`src/rtl/pcpi_dispatch.sv`:
```
// PCPI front end for the M/custom coprocessor: decode and claim core requests,
// issue one request at a time, return the result, and watch for hung completions.
module pcpi_dispatch #(
    parameter logic [6:0] M_OPCODE       = 7'b0110011,
    parameter logic [6:0] M_FUNCT7       = 7'b0000001,
    parameter logic [6:0] CUSTOM_OPCODE  = 7'b0001011,
    parameter logic [7:0] CUSTOM_F3_MASK = 8'b00000011,
    parameter int         TIMEOUT_CYCLES = 64
) (
    input  logic        clk,
    input  logic        resetn,
    input  logic        pcpi_valid,
    input  logic [31:0] pcpi_insn,
    input  logic [31:0] pcpi_rs1,
    input  logic [31:0] pcpi_rs2,
    output logic        pcpi_wr,
    output logic [31:0] pcpi_rd,
    output logic        pcpi_wait,
    output logic        pcpi_ready,
    output logic        cp_valid,
    output logic [31:0] cp_insn,
    output logic [31:0] cp_rs1,
    output logic [31:0] cp_rs2,
    input  logic        cp_ready,
    input  logic        cp_wr,
    input  logic        cp_busy,
    input  logic [31:0] cp_rd,
    input  logic        err_clr,
    output logic        err_timeout,
    output logic        err_protocol
);

    localparam int CW = $clog2(TIMEOUT_CYCLES + 1);
    localparam logic [CW-1:0] CNT_LAST = CW'(TIMEOUT_CYCLES - 1);

    typedef enum logic [2:0] {
        S_IDLE, S_ISSUE, S_WAIT, S_DISCARD, S_RESP, S_DRAIN
    } state_t;

    state_t        state_q, state_d;
    logic [31:0]   insn_q, insn_d, rs1_q, rs1_d, rs2_q, rs2_d, rd_q, rd_d;
    logic          wr_q, wr_d;
    logic [CW-1:0] cnt_q, cnt_d;
    logic          err_to_q, err_to_d, err_pr_q, err_pr_d;
    logic          to_set, pr_set, claim;

    // Busy is informational only; completion is signalled solely by cp_ready.
    logic unused_busy;
    assign unused_busy = cp_busy;

    wire [6:0] opcode = pcpi_insn[6:0];
    wire [2:0] funct3 = pcpi_insn[14:12];
    wire [6:0] funct7 = pcpi_insn[31:25];

    assign claim = pcpi_valid &&
                   ((opcode == M_OPCODE && funct7 == M_FUNCT7) ||
                    (opcode == CUSTOM_OPCODE && CUSTOM_F3_MASK[funct3]));

    always_ff @(posedge clk or negedge resetn) begin
        if (!resetn) begin
            state_q  <= S_IDLE;
            insn_q   <= '0;
            rs1_q    <= '0;
            rs2_q    <= '0;
            rd_q     <= '0;
            wr_q     <= 1'b0;
            cnt_q    <= '0;
            err_to_q <= 1'b0;
            err_pr_q <= 1'b0;
        end else begin
            state_q  <= state_d;
            insn_q   <= insn_d;
            rs1_q    <= rs1_d;
            rs2_q    <= rs2_d;
            rd_q     <= rd_d;
            wr_q     <= wr_d;
            cnt_q    <= cnt_d;
            err_to_q <= err_to_d;
            err_pr_q <= err_pr_d;
        end
    end

    always_comb begin
        state_d    = state_q;
        insn_d     = insn_q;
        rs1_d      = rs1_q;
        rs2_d      = rs2_q;
        rd_d       = rd_q;
        wr_d       = wr_q;
        cnt_d      = cnt_q;
        to_set     = 1'b0;
        pr_set     = 1'b0;
        pcpi_wait  = 1'b0;
        pcpi_ready = 1'b0;
        pcpi_wr    = 1'b0;
        pcpi_rd    = '0;
        cp_valid   = 1'b0;
        case (state_q)
            S_IDLE: begin
                // Gated by resetn so that every output reads 0 while held in reset.
                pcpi_wait = claim && resetn;
                pr_set    = cp_ready;
                if (claim) begin
                    insn_d  = pcpi_insn;
                    rs1_d   = pcpi_rs1;
                    rs2_d   = pcpi_rs2;
                    state_d = S_ISSUE;
                end
            end
            S_ISSUE: begin
                cp_valid  = 1'b1;
                pcpi_wait = 1'b1;
                pr_set    = cp_ready;
                cnt_d     = '0;
                state_d   = S_WAIT;
            end
            S_WAIT: begin
                pcpi_wait = 1'b1;
                cnt_d     = cnt_q + 1'b1;
                if (cp_ready) begin
                    if (pcpi_valid) begin
                        rd_d    = cp_rd;
                        wr_d    = cp_wr;
                        state_d = S_RESP;
                    end else begin
                        state_d = S_DRAIN;
                    end
                end else if (cnt_q == CNT_LAST) begin
                    to_set  = 1'b1;
                    state_d = S_DISCARD;
                end else if (!pcpi_valid) begin
                    state_d = S_DISCARD;
                end
            end
            S_DISCARD: begin
                // The coprocessor cannot be aborted, so wait out its completion.
                if (cp_ready) state_d = S_DRAIN;
            end
            S_RESP: begin
                pcpi_ready = 1'b1;
                pcpi_wr    = wr_q;
                pcpi_rd    = rd_q;
                pr_set     = cp_ready;
                state_d    = S_DRAIN;
            end
            S_DRAIN: begin
                pr_set  = cp_ready;
                state_d = S_IDLE;
            end
            default: state_d = S_IDLE;
        endcase
        err_to_d = to_set ? 1'b1 : (err_clr ? 1'b0 : err_to_q);
        err_pr_d = pr_set ? 1'b1 : (err_clr ? 1'b0 : err_pr_q);
    end

    assign cp_insn      = insn_q;
    assign cp_rs1       = rs1_q;
    assign cp_rs2       = rs2_q;
    assign err_timeout  = err_to_q;
    assign err_protocol = err_pr_q;

endmodule
```
`config.mk`:
```
export PLATFORM = sky130hd
export DESIGN_NAME = pcpi_dispatch
export DESIGN_NICKNAME = d
export VERILOG_FILES = /design/src/rtl/pcpi_dispatch.sv
export SDC_FILE = /design/constraint.sdc
export NUM_CORES = 1
export LEC_CHECK = 0
export ABC_AREA = 1
export CORE_UTILIZATION = 45
export CTS_CLUSTER_DIAMETER = 200
export CTS_CLUSTER_SIZE = 12
export DETAILED_ROUTE_END_ITERATION = 7
export PLACE_DENSITY = 0.93
export SLEW_MARGIN = 10
export SYNTH_ARGS = -nofsm -noshare
export SYNTH_HDL_FRONTEND = slang
export SYNTH_SLANG_ARGS = --single-unit
```
`constraint.sdc`:
```
create_clock -name clk -period 2.4 [get_ports clk]
set_clock_uncertainty 0.15 [all_clocks]
set_input_delay 0.48 -clock clk [delete_from_list [all_inputs] [get_ports clk]]
set_output_delay 0.48 -clock clk [all_outputs]
set_load 0.005 [all_outputs]
```
After elaboration in Yosys (flattened, before gate mapping) --
Memories as Yosys holds them, arrays and structs flattened. Cells that the tools add are included.
Storage, ports and cells: memory bits (writable) 0, bits of input ports 135, bits in read-only memories 8, memories kept 1, latch bits 0, register bits 141
Cells by class: magnitude comparators 1, shift operators 0, multiply operators 0, $add $sub $neg 1, div/mod/pow operators 0, multiplexer cells 21, bitwise operators 0, reductions and logical operators 14, equality and inequality tests 12
Memories:
- (no name shown) | depth 8, bits a word 1, read ports 1, clocked after memory_dff 0, write ports 0, line 57 | (opcode == CUSTOM_OPCODE && CUSTOM_F3_MASK[funct3]));
Operator list (number):
- 32-bit 2-to-1 mux | 1
- 3-bit 2-to-1 mux | 5
- 3-bit one-hot mux with 5 select lines | 1
- 7-bit by 6-bit == test with 1-bit output (second input constant) | 2
- 7-bit one-hot mux with 2 select lines | 1
- 1-bit 2-to-1 mux | 12
- 7-bit by 1-bit adder with 7-bit output (second input constant) | 1
- 7-bit by 1-bit == test with 1-bit output (second input constant) | 1
- 7-bit by 4-bit == test with 1-bit output (second input constant) | 1
- 3-bit by 2-bit == test with 1-bit output (second input constant) | 2
- 3-bit == test (second input constant) | 2
- 3-bit AND reduction | 2
- 2-bit nonzero test | 3
- 1-bit logical AND | 4
- 3-bit by 4-bit less-than comparator with 1-bit output (second input constant) | 1
- 2-bit != test (second input constant) | 2
- 4-bit != test (second input constant) | 1
- 4-bit OR reduction | 1
- 3-bit by 1-bit == test with 1-bit output (second input constant) | 1
- 3-bit logical NOT | 1
- 1-bit one-hot mux with 2 select lines | 1
- 2-bit AND reduction | 1
- 2-bit OR reduction | 1
- 1-bit logical OR | 1

Depth between registers and ports, before layout --
Gate-level depths: netlist (run 1).
depth in word-level cells 7, depth in mapped cells 10, mapped depth without buffers 9

Worst setup path before layout (run 1) --
No wires, ideal clock.
path type input to output, start input port pcpi_insn[3], end output port pcpi_wait, stages on the path 9, setup slack 0.417 ns, data required time 1.770 ns, data arrival time 1.353 ns, cell sequence inv_1 > nand2_1 > nor2_1 > nand3_1 > nand2_2 > nand3_4 > buf_6 > buf_6 > o21ai_1
On the way: word-level cells in the longest chain between the ends 6
Ends and longest elaborated chain:
- start: declaration | line 13 | input logic [31:0] pcpi_insn,
- 7-bit by 6-bit == test with 1-bit output / 7-bit by 4-bit == test with 1-bit output (equally long branches) | line 56, 57
- 1-bit logical AND (on tied branches) | line 56, 57
- 1-bit logical OR * | line 56 | ((opcode == M_OPCODE && funct7 == M_FUNCT7) ||
- 1-bit logical AND * | line 55 | assign claim = pcpi_valid &&
- 1-bit logical AND * | line 101 | pcpi_wait = claim && resetn;
- 1-bit one-hot mux with 2 select lines * | line 98 | case (state_q)
- end: declaration | line 18 | output logic pcpi_wait,
Mark *: on every way between the ends. The rest lies on a longest branch, timed or not.

Worst setup path after layout (run 1) --
start register state_q[0], end output port pcpi_rd[15]
On the way: word-level cells in the longest chain between the ends 2
Ends and longest elaborated chain:
- start: declaration | line 40 | state_t state_q, state_d;
- start signal: assignment | line 71 | state_q <= state_d;
- 3-bit == test | line 98
- 32-bit 2-to-1 mux | line 98
- end: declaration | line 17 | output logic [31:0] pcpi_rd,
Every way passes these cells.

==> impl_results.md, run 1 <==
* Status: finished, violations left
* Failing checks: negative hold slack
* Top FF cell, synth: dfrtp_1
* Cts hold-fix bufs at 0
* WL/cell at 14.23 µm
* Starting Density at 0.4665
* # diodes at 0
* DPL Wire Length at 11000 µm
* Area Growth Syn to Fin at 59.69%
* Number of synthesized flops with an enable pin at 0
* Combinational Power Share at 0.219
* Switch share at 0.2609
* Post-synth top area share at 0.5921
* Reg2Reg Depth at 8
* Design Power at 0.006861 W
* Tmin final at 2.305 ns
* Maxcap violations at 0
* Total grt overflow at 0
* Most numerous cell in the Yosys netlist: inv_1
* Pin count of the biggest net entering global routing at 147
* Warnings from Yosys at 0
* Final slew viol count at 0
* DRC viols at 0
* Core Footprint at 12770 µm²
* Fmax at 0.4338 GHz
* Antenna violations before repair at 0
* Clk sinks at 141
* Clock network fraction of total power at 0.366
* HP Class: in2async
* Port-buffer cells at 267
* Sequential area share after synthesis at 0.5921
* Critical Path RT at 1.77 ns
* First drt pass iteration count at 4
* Fraction of registers with async set/reset at 1.000
* Reg2reg start: state_q[0]
* Worst path max stage delay at 0.39 ns
* Post-DRT Antenna Nets at 0
* R2R setup slack at 0.44 ns
* Worst-path cell chain: nor2_2, inv_2, nor2_4, inv_2, buf_12, nor2_1, dlygate4sd2_1
* Yosys cell types at 27
* Final setup vio count at 0
* WHS at -0.007273 ns
* Net switching power at 0.001790 W
* Slew @ Worst Pin at 0.7756 ns
* CTS tree: built
* Dominant cells by area after synthesis: dfrtp_1, inv_1, nand2_1
* Synth top cells by count: inv_1, dfrtp_1, nand2_1
* Crit path top cell by count: inv_2
* Largest delay share family, worst path: buffers and inverters
* Root buffer cell: clkbuf_16
* Longest Clk Path Bufs at 2
* Pwr/cell area at 721.0 nW/µm²
* Die area at 13710 µm²
* Hold Violations, Final at 11
* Layout cells sized above 1 at 0.1098
* FP Rows at 41
* CTS H-tree depth at 4
* Setup_tns at 0 ns
* Gr usage total at 0.2315
* Nets at 1091
* Io pins at 269
* Final wirelength at 16180 µm
* Vias per Instance at 4.646
* Worst Setup Start Kind: register
* Flop pwr share at 0.416
* Vias in the first global route at 4961
* Fin crit share at 0.9604
* DP Area at 8831 µm²
* Worst vdd ir at 0.5423 mV
* WP buf/inv at 4
* Worst EP arrival at 1.67 ns
* Clk Latency, worst-skew pair at 0.41 ns
* Die width at 117.1 µm
* Vias at 5283
* Leakage at 4.886 nW
* Slew Limit Headroom at 0.4829
* Synth area leader: dfrtp_1
* Critical path peak fanout at 17
* Final GP Congestion at 0.8366
* Post-synthesis average cell area at 8.855 µm²
* Chip Height at 117.1 µm
* Global-route wire length before repair at 23810 µm
* Syn_nets at 809
* Reg clk slew, reported paths at 0.06 ns
* Iter 0 DRT Violations at 276
* Critical Setup Path Class: reg2out
* Yosys reg bits at 141
* Post-synthesis instance total at 673
* R2r endpoint: cp_rs1[27]
* Int Power at 0.005071 W
* Mapped cell area at 5959 µm²
* Number of buffers created by CTS at 17
* CP endpoint kind: primary output
* Max stage delay cell, worst path: dfrtp_1
* Fin area at 9517 µm²
* Layout filler cell count at 867
## worst max-delay path by stage
stage	start	slack, ns	end	cells after the start
floorplan	pcpi_insn[3]	0.42	pcpi_wait	9
global placement	pcpi_insn[2]	-0.37	cp_rs1[18]	10
detailed placement	pcpi_insn[2]	-0.42	cp_rs1[10]	11
CTS	state_q[1]	-0.02	cp_valid	4
global route	pcpi_insn[29]	-0.004	cp_rs2[2]	11
finish	state_q[0]	0.1	pcpi_rd[15]	7
## placed cells by master, fill, tap and decap left out, drive strengths merged, types with 3 or more instances in the layout
cell type and n:
a21oi 36, buf 29, clkbuf 24, clkdlybuf4s15 13
clkdlybuf4s50 223, clkinv 3, dfrtp 141, dlygate4sd2 18
dlymetal6s2s 8, inv 147, nand2 117, nand3 9
nor2 80, nor3 5, o21ai 99, o22ai 3
## per-stage QoR
stage / worst slack (ns) / std cells / hold slack, ns / util
floorplan: 0.4174 / 673 / 0.03441 / -
global placement: -0.3746 / 1102 / 0.2956 / 0.6914
detailed placement: -0.4156 / 1102 / 0.3047 / 0.6914
CTS: -0.02117 / 1135 / 0.07424 / 0.7407
global route: -0.004385 / 1137 / 0.09702 / 0.7450
finish: 0.09503 / 1137 / -0.007273 / 0.7450
## power groups by stage
stage	Clock, W	Combinational [W]	Sequential [W]
finish	0.00251	0.00150	0.00285
global route	0.00267	0.00168	0.00288
CTS	0.00255	0.00148	0.00285
detailed placement	0	0.00144	0.00289
global placement	0	0.00139	0.00287
floorplan	0	0.000634	0.00286
## state kept, by name, summed over array words and instances, names as in the netlist
signal        count
cp_insn          32
err_protocol      1
cp_rs1           32
err_timeout       1
cp_rs2           32
rd_q             32
wr_q              1
state_q           3
cnt_q             7
## timing repair
item	in CTS	in global routing
pin swaps	3	9
cloned	1	1
setup endpoints to repair	37	101
hold endpoints to repair	0	0
gates resized for setup	70	22
buffers inserted	3	1
## routing by layer
metal  up-vias  wire length [µm]  track usage
met5         -                 0            0
met4         0               514       0.1131
met3        40               978      0.05561
met2       200              8352       0.4114
met1      2443              6333       0.2614
li1       2600                 -            -
## kinds of logic (layout without fill, tap and decap cells)
kind of cell | count (synthesis) | after routing | share of synthesized area
AND/OR/NAND/NOR | 213 | 213 | 0.1428
buffers and inverters | 177 | 469 | 0.1295
flip-flops | 141 | 141 | 0.5921
AO/OA/AOI/OAI | 139 | 139 | 0.1306
XOR/XNOR | 2 | 2 | 0.002940
adder cells (fa/ha/maj) | 1 | 1 | 0.002099
## cell type report
type                            count  area (µm²)  area share
Tap cell                          172       215.2     0.02261
Clock buffer                       22       474.2     0.04983
Sequential cell                   141        3528      0.3708
Clock inverter                      7       90.09    0.009466
Multi-Input combinational cell    355        1704      0.1791
Inverter                          147       551.8     0.05798
Timing Repair Buffer              293        2953      0.3103
Power figures use the tool's default switching activity.
==> run 2: changes to the inputs <==
CORE_MARGIN = 2   (was default)
GPL_TIMING_DRIVEN = 0   (was default)
==> impl_results.md, run 2 (synthesis gave the netlist of run 1 again) <==
* Most frequent cells in the layout: clkdlybuf4s50_1, dfrtp_1, inv_1
* Critical Path RT at 1.77 ns (about the same)
* Longest Clk Path Bufs at 2 (unchanged)
* First drt pass iteration count at 4 (unchanged)
* R2r endpoint: cp_rs2[21]
* Tmin final at 2.384 ns (+0.07948 ns)
* Status: finished, violations left
* Pwr/cell area at 726.5 nW/µm² (+0.77%)
* DPL Wire Length at 12390 µm (+13%)
* Die area at 14180 µm² (+3.4%)
* Io pins at 269 (unchanged)
* Fmax at 0.4194 GHz (-3.3%)
* Critical path peak fanout at 3 (-14)
* Area Growth Syn to Fin at 61.66%
* Area of the multi-input gates at 1718 µm² (+0.81%)
* Port-buffer cells at 267 (unchanged)
* FP Rows at 42 (+2.4%)
* Reg2reg start: state_q[0]
* WHS at -0.1876 ns (-0.1803 ns)
* Pin count of the biggest net entering global routing at 74 (-50%)
* Starting Density at 0.4554 (-0.01111)
* RSZ-0062 raised after global routing: yes
* Failing checks: negative hold slack
* DRC viols at 0 (unchanged)
* Antenna violations before repair at 0 (unchanged)
* Worst Setup Start Kind: input pin
* Die width at 119.1 µm (+1.7%)
* HP Class: in2async
* Critical Setup Path Class: in2out
* Final GP Congestion at 0.8232 (-1.6%)
* # diodes at 0 (unchanged)
* Worst-path cell chain: clkdlybuf4s50_1, inv_1, nor3_4, nand3_4, buf_8, o21ai_2, buf_2
* Vias per Instance at 4.753 (+2.3%)
* Fin crit share at 0.9935 (+0.03312)
* Final slew viol count at 0 (unchanged)
* Core Footprint at 13090 µm² (+2.4%)
* Place WS at -0.8462 ns (-0.4306 ns)
* Slew @ Worst Pin at 0.4869 ns (-0.2887 ns)
* CP endpoint kind: primary output
* Clk Latency, worst-skew pair at 0.41 ns (about the same)
* WL/cell at 15.04 µm (+5.7%)
* Maxcap violations at 0 (unchanged)
* WP buf/inv at 4 (unchanged)
* Final setup vio count at 0 (unchanged)
* Global-route wire length before repair at 27320 µm (+15%)
* Commonest non-fill, non-tap cell in the layout: clkdlybuf4s50_1
* Largest delay share family, worst path: buffers and inverters
* Number of buffers created by CTS at 17 (unchanged)
* PnR worst setup slack at 0.01556 ns (-0.07948 ns)
* Sequential cell area at 3528 µm² (unchanged)
* Final wirelength at 17410 µm (+7.6%)
* Worst EP arrival at 1.75 ns (+0.08 ns)
* Nets at 1104 (+1.2%)
* Worst path max stage delay at 0.45 ns (+0.06 ns)
* Reg clk slew, reported paths at 0.06 ns (about the same)
* Post-DRT Antenna Nets at 0 (unchanged)
* Hold Violations, Final at 72 (+61)
* Leakage at 5.005 nW (+2.4%)
* R2R setup slack at 0.27 ns (-0.17 ns)
* Root buffer cell: clkbuf_16
* Gr usage total at 0.2471 (+0.01564)
* Slew Limit Headroom at 0.6754 (+0.1924)
* Crit path from: pcpi_valid
* Vias in the first global route at 5488 (+11%)
* Total grt overflow at 0 (unchanged)
* Iter 0 DRT Violations at 334 (+21%)
* CTS tree: built
* Reg2Reg Depth at 11 (+3)
* CTS H-tree depth at 4 (unchanged)
* Worst vdd ir at 0.6206 mV (+14%)
* Vias at 5499 (+4.1%)
* Max stage delay cell, worst path: clkdlybuf4s50_1
* Clk sinks at 141 (unchanged)
* Layout filler cell count at 908 (+4.7%)
* Chip Height at 119.1 µm (+1.7%)
* Layout cells sized above 1 at 0.1111 (+0.001267)
[run 2: cell types whose count changed in the layout (fill, tap and decap cells not counted), sizes merged]
cell / delta
dlymetal6s2s: +3
buf: +3
clkbuf: +7
clkdlybuf4s15: -13
dlygate4sd2: +15
clkdlybuf4s50: -3
clkinvlp: -1
clkinv: +3
bufinv: +2
[run 2: area by class of cell]
class | count | area share
plain buffers | 29 | 0.02429
clock buffers | 21 | 0.04779
clock inverters | 11 | 0.01714
inverters | 147 | 0.05753
multi-input cells | 355 | 0.1783
flip-flops and latches | 141 | 0.3662
well taps | 176 | 0.02286
repair buffers | 277 | 0.2858
[run 2: worst max path at each step]
stage	to	slack [ns]	cells after the start
final	pcpi_wait	0.02	7
after global placement	cp_insn[10]	-4.90	1
after CTS	pcpi_wait	-0.16	10
after detailed placement	pcpi_wait	-0.85	11
after global routing	pcpi_wait	-0.07	7
after floorplan	pcpi_wait	0.42	9
[run 2: worst register-to-register path, cell delays in order (launching register included)]
cell and delay [ns]:
dfrtp_1 0.39, nor2_2 0.12, inv_2 0.07, nor2_2 0.16, nand3_4 0.12, buf_4 0.15, buf_4 0.17, buf_4 0.19
buf_6 0.17, buf_6 0.16, nand2_1 0.07, o21ai_1 0.08
[run 2: layer usage]
layer	global-route usage	vias to the layer above	share of wire
met4	0.09896	0	0.029
met5	0	-	0
met3	0.05747	34	0.057
met2	0.4407	196	0.52
met1	0.2862	2631	0.39
li1	-	2638	-
[run 2: what timing repair did]
| action | 4_1_cts | 5_1_grt |
|---|---|---|
| endpoints found under the setup margin | 36 | 31 |
| buffers inserted | 6 | 3 |
| endpoints found under the hold margin | 72 | 72 |
| pin swaps | 3 | 8 |
| resized for setup | 56 | 30 |
[run 2: metrics by stage]
stage / setup TNS [ns] / instances / utilization / instance area (µm²) / power [W]
after floorplan: 0 / 673 / - / 5959 / 0.003497
after global placement: -695.23 / 1116 / 0.6765 / 8852 / 0.004184
after detailed placement: -3.799 / 1117 / 0.6787 / 8881 / 0.004258
after CTS: -0.1596 / 1154 / 0.7299 / 9550 / 0.007022
after global routing: -0.09521 / 1157 / 0.7363 / 9634 / 0.007369
final: 0 / 1157 / 0.7363 / 9634 / 0.006999
[run 2: power by group]
group | total [W] | internal (W) | switching, W
combinational | 0.00139 | 0.000677 | 0.000717
clock | 0.00275 | 0.00179 | 0.000961
sequential | 0.00285 | 0.00272 | 0.000137
total | 0.00700 | 0.00518 | 0.00182
==> run 3: changes to the inputs <==
CORE_UTILIZATION = 46   (was 45)
CTS_BUF_LIST = sky130_fd_sc_hd__clkbuf_8   (was default)
PLACE_DENSITY = 0.94   (was 0.93)
SKIP_LAST_GASP = 1   (was default)
==> impl_results.md, run 3 (synthesis gave the netlist of run 1 again) <==
* Status: finished, violations left
* Failing checks: negative hold slack, negative setup slack
* Post-DRT Antenna Nets at 0 (unchanged)
* Iter 0 DRT Violations at 389 (+16%)
* CTS tree: built
* Io pins at 269 (unchanged)
* Worst Setup Start Kind: input pin
* CTS H-tree depth at 4 (unchanged)
* Reg clk slew, reported paths at 0.07 ns (about the same)
* R2r endpoint: cp_rs1[21]
* Layout filler cell count at 913 (+0.55%)
* Fmax at 0.4164 GHz (-0.72%)
* CP endpoint kind: primary output
* Final GP Congestion at 0.8537 (+3.7%)
* Pwr/cell area at 647.5 nW/µm² (-11%)
* Setup_tns at -0.001795 ns (-0.001795 ns)
* Critical Path RT at 1.77 ns (about the same)
* Final wirelength at 17790 µm (+2.2%)
* Pin count of the biggest net entering global routing at 79 (+6.8%)
* FP Rows at 41 (-2.4%)
* Core Footprint at 12620 µm² (-3.6%)
* First drt pass iteration count at 5 (+1)
* Slew Limit Headroom at 0.5965 (-0.07886)
* Tmin final at 2.402 ns (+0.01735 ns)
* DRC viols at 0 (unchanged)
* Vias at 5579 (+1.5%)
* Total grt overflow at 0 (unchanged)
* Design Power at 0.006028 W (-14%)
* Final setup vio count at 1 (+1)
* WHS at -0.1389 ns (+0.04865 ns)
* Non-Filler Instances at 1155 (-0.17%)
* Global-route wire length before repair at 28430 µm (+4.0%)
* Placed Instances at 1113 (-0.36%)
* Maxcap violations at 0 (unchanged)
* HP Class: in2async
* Slew @ Worst Pin at 0.6052 ns (+0.1183 ns)
* DPL Wire Length at 13030 µm (+5.1%)
* Root buffer cell: clkbuf_8
* Number of buffers created by CTS at 17 (unchanged)
* Crit path from: pcpi_insn[6]
* Worst setup endpoint: pcpi_wait
* Final slew viol count at 0 (unchanged)
* Critical Setup Path Class: in2out
* Gr usage total at 0.2592 (+0.01209)
* Nets at 1107 (+0.27%)
* Leakage at 4.834 nW (-3.4%)
* Chip Height at 117.8 µm (-1.1%)
* Hold Violations, Final at 63 (-13%)
* RSZ-0062 raised after global routing: yes
* Vias in the first global route at 5597 (+2.0%)
* R2R setup slack at 0.43 ns (+0.16 ns)
* Area Growth Syn to Fin at 56.23%
* Clk Latency, worst-skew pair at 0.44 ns (+0.03 ns)
* Reg2reg start: state_q[0]
* Starting Density at 0.4722 (+0.01680)
* Worst vdd ir at 0.6610 mV (+6.5%)
* Fin crit share at 1.001 (+0.007230)
* Longest Clk Path Bufs at 2 (unchanged)
* Layout cells sized above 1 at 0.1445 (+0.03334)
* Die area at 13880 µm² (-2.1%)
* Commonest non-fill, non-tap cell in the layout: clkdlybuf4s50_1
* Worst EP arrival at 1.77 ns (+0.02 ns)
* Vias per Instance at 4.830 (+1.6%)
* Die width at 117.8 µm (-1.1%)
* Antenna violations before repair at 0 (unchanged)
* Clk sinks at 141 (unchanged)
* WL/cell at 15.41 µm (+2.4%)
* Critical path peak fanout at 7 (+4)
* PnR worst setup slack at -0.001795 ns (-0.01735 ns)
* Reg2Reg Depth at 8 (-3)
* # diodes at 0 (unchanged)
* Most frequent cells in the layout: clkdlybuf4s50_1, dfrtp_1, inv_1
* Port-buffer cells at 267 (unchanged)
## run 3: cell types whose count changed in the layout (fill, tap and decap cells not counted), moves of 4 or more
cell	delta
clkbuf_8	+18
clkbuf_2	+23
clkdlybuf4s50_1	-4
clkbuf_16	-17
dlygate4sd2_1	-28
## run 3: layer usage
metal,global-route usage,vias to the layer above,wire length [µm]
li1,-,2628,-
met1,0.3076,2660,6803
met2,0.4357,234,9125
met3,0.07267,57,1216
met4,0.1235,0,647
met5,0,-,0
## run 3: layout make-up
type	count	area (µm²)	share of cell area
Buffer	29	244.0	0.02621
Clock buffer	21	289.0	0.03104
Clock inverter	10	73.82	0.007929
Inverter	147	554.3	0.05954
Multi-Input combinational cell	355	1723	0.1851
Sequential cell	141	3530	0.3791
Tap cell	172	215.2	0.02312
Timing Repair Buffer	280	2681	0.2880
## run 3: through the flow
stage	util	setup WS (ns)	cell area [µm²]	hold slack (ns)
after global placement	0.7011	-4.896	8847	0.2958
after global routing	0.7378	-0.08173	9310	-0.1051
after CTS	0.7363	-0.2263	9291	-0.1397
after detailed placement	0.7034	-0.8547	8876	0.3055
final	0.7378	-0.001795	9310	-0.1389
after floorplan	-	0.4174	5959	0.03441
## run 3: how the worst min path moves through the flow
stage          startpoint          end  slack, ns
2_1_floorplan      resetn     cnt_q[0]       0.03
3_3_place_gp   cp_insn[0]   cp_insn[0]       0.30
3_5_place_dp   cp_insn[6]   cp_insn[6]       0.31
4_1_cts            resetn   cp_insn[9]      -0.14
5_1_grt            resetn  cp_insn[21]      -0.11
6_report           resetn  cp_insn[21]      -0.14
## run 3: timing repair
action | in CTS | in global routing
cloned | 0 | 0
setup endpoints to repair | 36 | 32
pin swaps | 5 | 12
endpoints found under the hold margin | 63 | 63
setup buffers | 7 | 5
gates resized for setup | 67 | 87
## run 3: critical path, stage by stage
cell and delay [ns]:
clkdlybuf4s50_1 0.45, nor3_4 0.27, nand3_4 0.13, buf_12 0.16
o21ai_4 0.13, buf_2 0.14
## run 3: power breakdown
group | leakage [nW] | internal, W | total, W | switching, W
registers | 1.83 | 0.00271 | 0.00285 | 0.000140
logic | 2.80 | 0.000673 | 0.00141 | 0.000740
clock network | 0.201 | 0.000902 | 0.00176 | 0.000859
total | 4.83 | 0.00429 | 0.00603 | 0.00174
